### src/rtl/itcm_boot_ctrl.sv
// itcm_boot_ctrl: boot sequencer and ITCM port arbiter.
// Loads a big-endian word stream into ITCM from word 0 and zero-fills up to
// FILL_WORDS. It then releases the core and hands the ITCM port to instruction fetch.
module itcm_boot_ctrl #(
    parameter int unsigned AW         = 12,
    parameter int unsigned FILL_WORDS = 3500,
    parameter bit          SWAP_BYTES = 1'b1
) (
    input  logic          clk,
    input  logic          rst_n,
    input  logic          start,
    input  logic          ld_valid,
    output logic          ld_ready,
    input  logic [31:0]   ld_data,
    input  logic          ld_last,
    input  logic          core_cs,
    input  logic [AW-1:0] core_addr,
    output logic          itcm_cs,
    output logic          itcm_we,
    output logic [3:0]    itcm_wem,
    output logic [AW-1:0] itcm_addr,
    output logic [31:0]   itcm_wdata,
    output logic          core_rst_n,
    output logic          busy,
    output logic          done,
    output logic          err
);

    typedef enum logic [1:0] {IDLE, LOAD, FILL, RUN} state_t;

    localparam logic [AW:0] LAST = (AW+1)'(FILL_WORDS - 1);

    state_t        state, state_nxt;
    logic [AW:0]   cnt;
    logic          wr_v;
    logic [AW-1:0] wr_addr;
    logic [31:0]   wr_data;
    logic          err_q;
    logic          rel_q;
    logic          hs;
    logic [31:0]   ld_word;

    assign hs      = (state == LOAD) && ld_valid;
    assign ld_word = SWAP_BYTES ? {ld_data[7:0], ld_data[15:8], ld_data[23:16], ld_data[31:24]}
                                : ld_data;

    // State register.
    always_ff @(posedge clk) begin
        if (!rst_n) state <= IDLE;
        else        state <= state_nxt;
    end

    // Next-state: the beat at the last word ends the load regardless of ld_last.
    always_comb begin
        state_nxt = state;
        unique case (state)
            IDLE: if (start) state_nxt = LOAD;
            LOAD: begin
                if (hs) begin
                    if (cnt == LAST)  state_nxt = RUN;
                    else if (ld_last) state_nxt = FILL;
                end
            end
            FILL: if (cnt == LAST) state_nxt = RUN;
            RUN:  state_nxt = RUN;
            default: state_nxt = IDLE;
        endcase
    end

    // Registered write strobe, word counter, sticky error and core release.
    // The final write is issued in the first RUN cycle; the release follows one edge later.
    always_ff @(posedge clk) begin
        if (!rst_n) begin
            cnt     <= '0;
            wr_v    <= 1'b0;
            wr_addr <= '0;
            wr_data <= '0;
            err_q   <= 1'b0;
            rel_q   <= 1'b0;
        end else begin
            wr_v <= 1'b0;
            unique case (state)
                IDLE: if (start) cnt <= '0;
                LOAD: begin
                    if (hs) begin
                        wr_v    <= 1'b1;
                        wr_addr <= cnt[AW-1:0];
                        wr_data <= ld_word;
                        cnt     <= cnt + 1'b1;
                        if (cnt == LAST && !ld_last) err_q <= 1'b1;
                    end
                end
                FILL: begin
                    wr_v    <= 1'b1;
                    wr_addr <= cnt[AW-1:0];
                    wr_data <= '0;
                    cnt     <= cnt + 1'b1;
                end
                RUN:  rel_q <= 1'b1;
                default: ;
            endcase
        end
    end

    // Output mux: a pending boot write owns the port; otherwise RUN passes core fetches through.
    always_comb begin
        ld_ready   = (state == LOAD);
        busy       = (state == LOAD) || (state == FILL);
        done       = (state == RUN);
        err        = err_q;
        core_rst_n = rel_q;
        itcm_cs    = 1'b0;
        itcm_we    = 1'b0;
        itcm_wem   = '0;
        itcm_addr  = '0;
        itcm_wdata = '0;
        if (wr_v) begin
            itcm_cs    = 1'b1;
            itcm_we    = 1'b1;
            itcm_wem   = '1;
            itcm_addr  = wr_addr;
            itcm_wdata = wr_data;
        end else if (state == RUN) begin
            itcm_cs   = core_cs;
            itcm_addr = core_addr;
        end
    end

endmodule

### config.mk
export PLATFORM = sky130hd
export DESIGN_NAME = itcm_boot_ctrl
export DESIGN_NICKNAME = d
export VERILOG_FILES = /design/src/rtl/itcm_boot_ctrl.sv
export SDC_FILE = /design/constraint.sdc
export NUM_CORES = 1
export LEC_CHECK = 0
export CAP_MARGIN = 20
export CELL_PAD_IN_SITES_DETAIL_PLACEMENT = 0
export CELL_PAD_IN_SITES_GLOBAL_PLACEMENT = 1
export CORE_ASPECT_RATIO = 1.2
export CORE_UTILIZATION = 35
export CTS_BUF_LIST = sky130_fd_sc_hd__clkbuf_8 sky130_fd_sc_hd__clkbuf_16
export DETAILED_ROUTE_END_ITERATION = 6
export PLACE_DENSITY_LB_ADDON = 0.08
export SYNTH_ARGS = -nofsm -noshare
export SYNTH_HDL_FRONTEND = slang
export SYNTH_SLANG_ARGS = --single-unit
### constraint.sdc
create_clock -name clk -period 5.8 [get_ports clk]
set_input_delay 0.87 -clock clk [delete_from_list [all_inputs] [get_ports clk]]
set_output_delay 0.87 -clock clk [all_outputs]
set_load 0.005 [all_outputs]
# [Word level (Yosys, flattened, before mapping)]
# Index checks and enable logic that the tools add are counted.
[classes] reduce_logical=11 n_eq_ne=8 n_addsub=1 muxes=22
[ops] cell="$mux W32" count=2
[ops] cell="$pmux W32 S2" count=1
[ops] cell="$pmux W13 S3" count=1
[ops] cell="$mux W12" count=3
[ops] cell="$mux W13" count=2
[ops] cell="$pmux W12 S2" count=1
[ops] cell="$add A13 B1 Y13 const B" count=1
[ops] cell="$eq A13 B12 Y1 const B" count=1
[ops] cell="$mux W2" count=5
[ops] cell="$pmux W2 S4" count=1
[ops] cell="$reduce_and A3 Y1" count=2
[ops] cell="$eq A2 B2 Y1 const B" count=2
[ops] cell="$mux W1" count=4
[ops] cell="$mux W4" count=1
[ops] cell="$ne A2 B2 Y1 const B" count=2
[ops] cell="$reduce_and A4 Y1" count=1
[ops] cell="$ne A3 B1 Y1 const B" count=1
[ops] cell="$reduce_bool A3 Y1" count=1
[ops] cell="$eq A2 B1 Y1 const B" count=1
[ops] cell="$logic_and A1 B1 Y1" count=2
[ops] cell="$logic_not A2 Y1" count=1
[ops] cell="$ne A2 B1 Y1 const B" count=1
[ops] cell="$pmux W1 S2" count=1
[ops] cell="$reduce_and A2 Y1" count=1
[ops] cell="3 further kinds" count=3
[word_totals] output_inout_bits=55 inputBits=50 word_cells=49 reg_bits=62

# [Depth between registers and ports, before layout]
[logic_depth] depth_word=4 mapped_depth=8 depth_no_buf=6

# [Least setup slack after synthesis]
# Ideal clock, no wire load.
[synth_path] kind="input to register" startpoint="input port start" endpoint="register cnt[11]" arrival_time_ns=2.264 stages=6 path_slack_ns=3.463 cell_sequence="nor2b_1 > buf_2 > or4_1 > buf_2 > or4_1 > a21oi_1"
[synth_between] elab_chain_len=2
[synth_lines] item="start, declared" line_no="11" text="input logic start,"
[synth_lines] item="$ne A2 B2 Y1 (no source line)"
[synth_lines] item="$reduce_and A3 Y1 (no source line)"
[synth_lines] item="end signal, assigned" line_no="89" text="cnt <= cnt + 1'b1;"
[synth_lines] item="end signal, assigned" line_no="97" text="cnt <= cnt + 1'b1;"
[synth_lines] item="end, declared" line_no="34" text="logic [AW:0] cnt;"
# Every way passes these cells.
# A chain may end at the register's enable or synchronous reset.

# [Final worst setup path]
[layout_path] startpoint="register state[0]" endpoint="output port itcm_addr[1]"
[layout_between] elab_chain_len=3
[layout_lines] item="start, declared" line_no="33" text="state_t state, state_nxt;"
[layout_lines] item="start signal, assigned" line_no="50" text="else state <= state_nxt;"
[layout_lines] item="$eq A2 B2 Y1" line_no="123" text="end else if (state == RUN) begin"
[layout_lines] item="$mux W12" line_no="123"
[layout_lines] item="$mux W12" line_no="117" text="if (wr_v) begin"
[layout_lines] item="end, declared" line_no="21" text="output logic [AW-1:0] itcm_addr,"
# Every way passes these cells.

==> metrics.md <==
| Metric | Value |
|---|---|
| Leak | 1.433 nW |
| R2r endpoint | cnt[11] |
| Netlist Area Pre-Place | 2889 um^2 |
| # fillers | 760 |
| Share of synthesized registers carrying an async set or reset | 0% |
| Path type of the worst setup path | flip-flop to primary output |
| Psw | 0.4332 mW |
| Startpoint types | flip-flop |
| Hold Path Origin | wr_addr[3] |
| Area contributors post-synth | dfxtp_1 43%, a22oi_1 8.3%, nor2b_1 7.8% |
| Failing checks | DRC |
| Max transition margin | 29.31% |
| Unrepaired setup endpoints after global routing | false |
| Tot GR Track Use | 18.09% |
| Worst Max-Slew Pin Slew | 1.058 ns |
| Hold WC Path Type | flip-flop to flip-flop |
| Post-synthesis cell type count | 40 |
| Post-synth top flop | dfxtp_1 |
| Number of CTS-inserted buffers | 9 |
| TritonRoute pass-1 iters | 7 |
| Tmin final | 3.598 ns |
| YS warnings | 0 |
| Vias in the first global route | 2,405 |
| Hpwl dp | 5.077 mm |
| Initial DRC count | 136 |
| Die width | 84.94 um |
| Largest net degree at the start of global routing | 55 |
| Fin nets | 472 |
| WHS Path Cells | 2 |
| DR WL/cell | 14.87 um |
| Initial Utilization | 36.86% |
| Post-synth top area share | 42.96% |
| RePlAce Congestion | 0.7394 |
| Area leader, netlist | dfxtp_1 |
| Post-synth top cells | 62 x dfxtp_1, 36 x nor2b_1, 32 x a22oi_1, 32 x and2_1, 31 x nand2_1 |
| TritonCTS clock tree | yes |
| Sink Count | 62 |
| Worst ir drop on vdd | 199.3 uV |
| Vias per inst | 5.041 |
| Drt drc | 12 |
| Clk_lat worst skew | 0.33 ns |
| Clk slew on worst S/H paths | 0.07 ns |
| Reg2Reg Setup Slack | 3.46 ns |
| IO Pins | 105 |
| Post-CTS setup buffers | 0 |
| Combinational share of power | 32.9% |
| Overall routed net length | 7.627 mm |
| Design Power | 1.314 mW |
| Reg-to-Reg Start | state[1] |
| Highest clock rate | 278.0 MHz |
| Internal Power | 0.8805 mW |
| Avg Synthesized Cell Area | 8.889 um^2 |
| Worst Reg-to-Reg Cells | 6 |
| CORE AREA | 7839 um^2 |
| Final-report hold violation count | 0 |
| Initial antenna violation count | 0 |
| Synth Register Bits | 62 |
| Arr. time, crit path | 2.73 ns |
| Final Slew Violations | 0 |
| Total number of vias | 2,586 |
| Row Count | 35 |
| Port bufs | 104 |
| Wire length on met2 | 3.450 mm |
| Met3 wire length | 441 um |
| DIE AREA | 8623 um^2 |
| Sw Ratio | 32.98% |
| Status | complete, but fails checks |
| Die Ht | 101.5 um |
| Post-synthesis sequential area ratio | 42.96% |
| Most frequent cell after synthesis | dfxtp_1 |
| Layout cells sized above 1 | 5.701% |
| Final setup violation count | 0 |
| Reg area | 1241 um^2 |
| Post-synth EDFFs | 0 |
| Total negative slack | 0 ns |
| First-pass GRT wire length | 12.14 mm |
| Worst-path maximum fanout | 12 |
| Metal-1 WL | 3.654 mm |
| Total gr overflow | 0 |
| Max cap viols | 0 |
| Period utilization | 62.03% |
| Root Driver | clkbuf_8 |
| Htree depth | 3 |
| Final Util | 53.12% |
| Crit end category | primary output |
| CTS resizes | 0 |
| Antenna-violating nets left | 0 |
| # diodes | 0 |
| Worst hold endpoint | wr_addr[3] |
| Area of the multi-input gates | 1514 um^2 |
| CTS Hold Buffers Added | 0 |
| Worst endpoint required time | 4.93 ns |
| Pwr dens | 315.5 nW/um^2 |
| Clock network fraction of total power | 29.1% |
| Cell count after synthesis | 325 |
| Flop pwr share | 38.0% |
| Clock Skew | 0.007222 ns |
| Maximum root-to-sink buffer count | 2 |
| Area growth, synth to finish | 44.13% |
| Highest Signal Layer | met4 |
| Net Count, Synth | 381 |
[critical path: stages, from the launching register on]
cell and delay (ns):
dfxtp_1 0.38, ha_1 0.36, nor2b_1 0.88, a22o_1 0.26, clkdlybuf4s50_1 0.50
[power by group through the flow]
stage	logic (mW)	clock network, mW	registers [mW]
floorplan	0.272	0	0.503
global route	0.483	0.416	0.505
CTS	0.439	0.394	0.499
finish	0.433	0.383	0.499
global placement	0.438	0	0.506
detailed placement	0.437	0	0.509
[worst max-delay path by stage]
stage | start | to | slack (ns) | depth (start not counted)
2_1_floorplan | start | cnt[11] | 3.46 | 6
3_3_place_gp | state[0] | itcm_addr[7] | 2.59 | 4
3_5_place_dp | state[0] | itcm_addr[7] | 2.52 | 4
4_1_cts | state[0] | itcm_addr[7] | 2.14 | 4
5_1_grt | state[0] | itcm_addr[7] | 2.00 | 4
6_report | state[0] | itcm_addr[1] | 2.20 | 4
[final cells by class]
class                           instances  area share (%)
Clock buffer                           11           3.636
Timing Repair Buffer                  108           25.72
Tap cell                               92           2.764
Multi-Input combinational cell        229           36.36
Inverter                                6          0.5409
Clock inverter                          5           1.172
Sequential cell                        62           29.81
[kinds of logic after synthesis]
family,count (synthesis),share of synthesized area (%)
XOR/XNOR,3,0.9097
buffers and inverters,34,5.110
flip-flops,62,42.96
AO/OA/AOI/OAI,84,21.22
AND/OR/NAND/NOR,134,26.51
adder cells (fa/ha/maj),6,2.598
multiplexers,2,0.6930
[metrics by stage]
step	hold WS, ns	instance area, um^2	instances	setup slack (ns)
finish	0.4649	4164	513	2.202
global route	0.4868	4164	513	2.004
CTS	0.4704	4164	513	2.137
detailed placement	0.4581	3964	497	2.516
global placement	0.4510	3964	497	2.595
floorplan	0.4412	2889	325	3.463
[sequential cells by signal, summed over array words and instances (netlist names)]
| signal | count |
|---|---|
| wr_data | 32 |
| cnt | 13 |
| wr_addr | 12 |
| state | 2 |
| core_rst_n | 1 |
| err | 1 |
| wr_v | 1 |
[metal layers]
| metal | global-route usage (%) | vias up |
|---|---|---|
| met2 | 28.52 | 76 |
| li1 | - | 1316 |
| met4 | 6.258 | 0 |
| met3 | 4.564 | 8 |
| met1 | 24.20 | 1186 |
| met5 | 0 | - |
[layout by cell type (no fill, tap or decap), types with 2 or more instances in the layout]
cell type / count
a21boi_0: 14
a21oi_1: 8
a22o_1: 12
a22oi_1: 32
and2_1: 32
buf_4: 4
clkbuf_8: 11
clkdlybuf4s50_1: 104
clkinv_2: 3
dfxtp_1: 62
ha_1: 6
inv_1: 7
mux2i_1: 2
nand2_1: 31
nand3_1: 4
nand4_1: 2
nand4b_1: 2
nor2_1: 5
nor2b_1: 36
nor3_1: 3
o21a_1: 2
o21ai_0: 6
o21ai_1: 2
o31ai_1: 3
or3_1: 6
or4_1: 4
or4_4: 2
xnor2_1: 2
(Power assumes the default switching activity.)
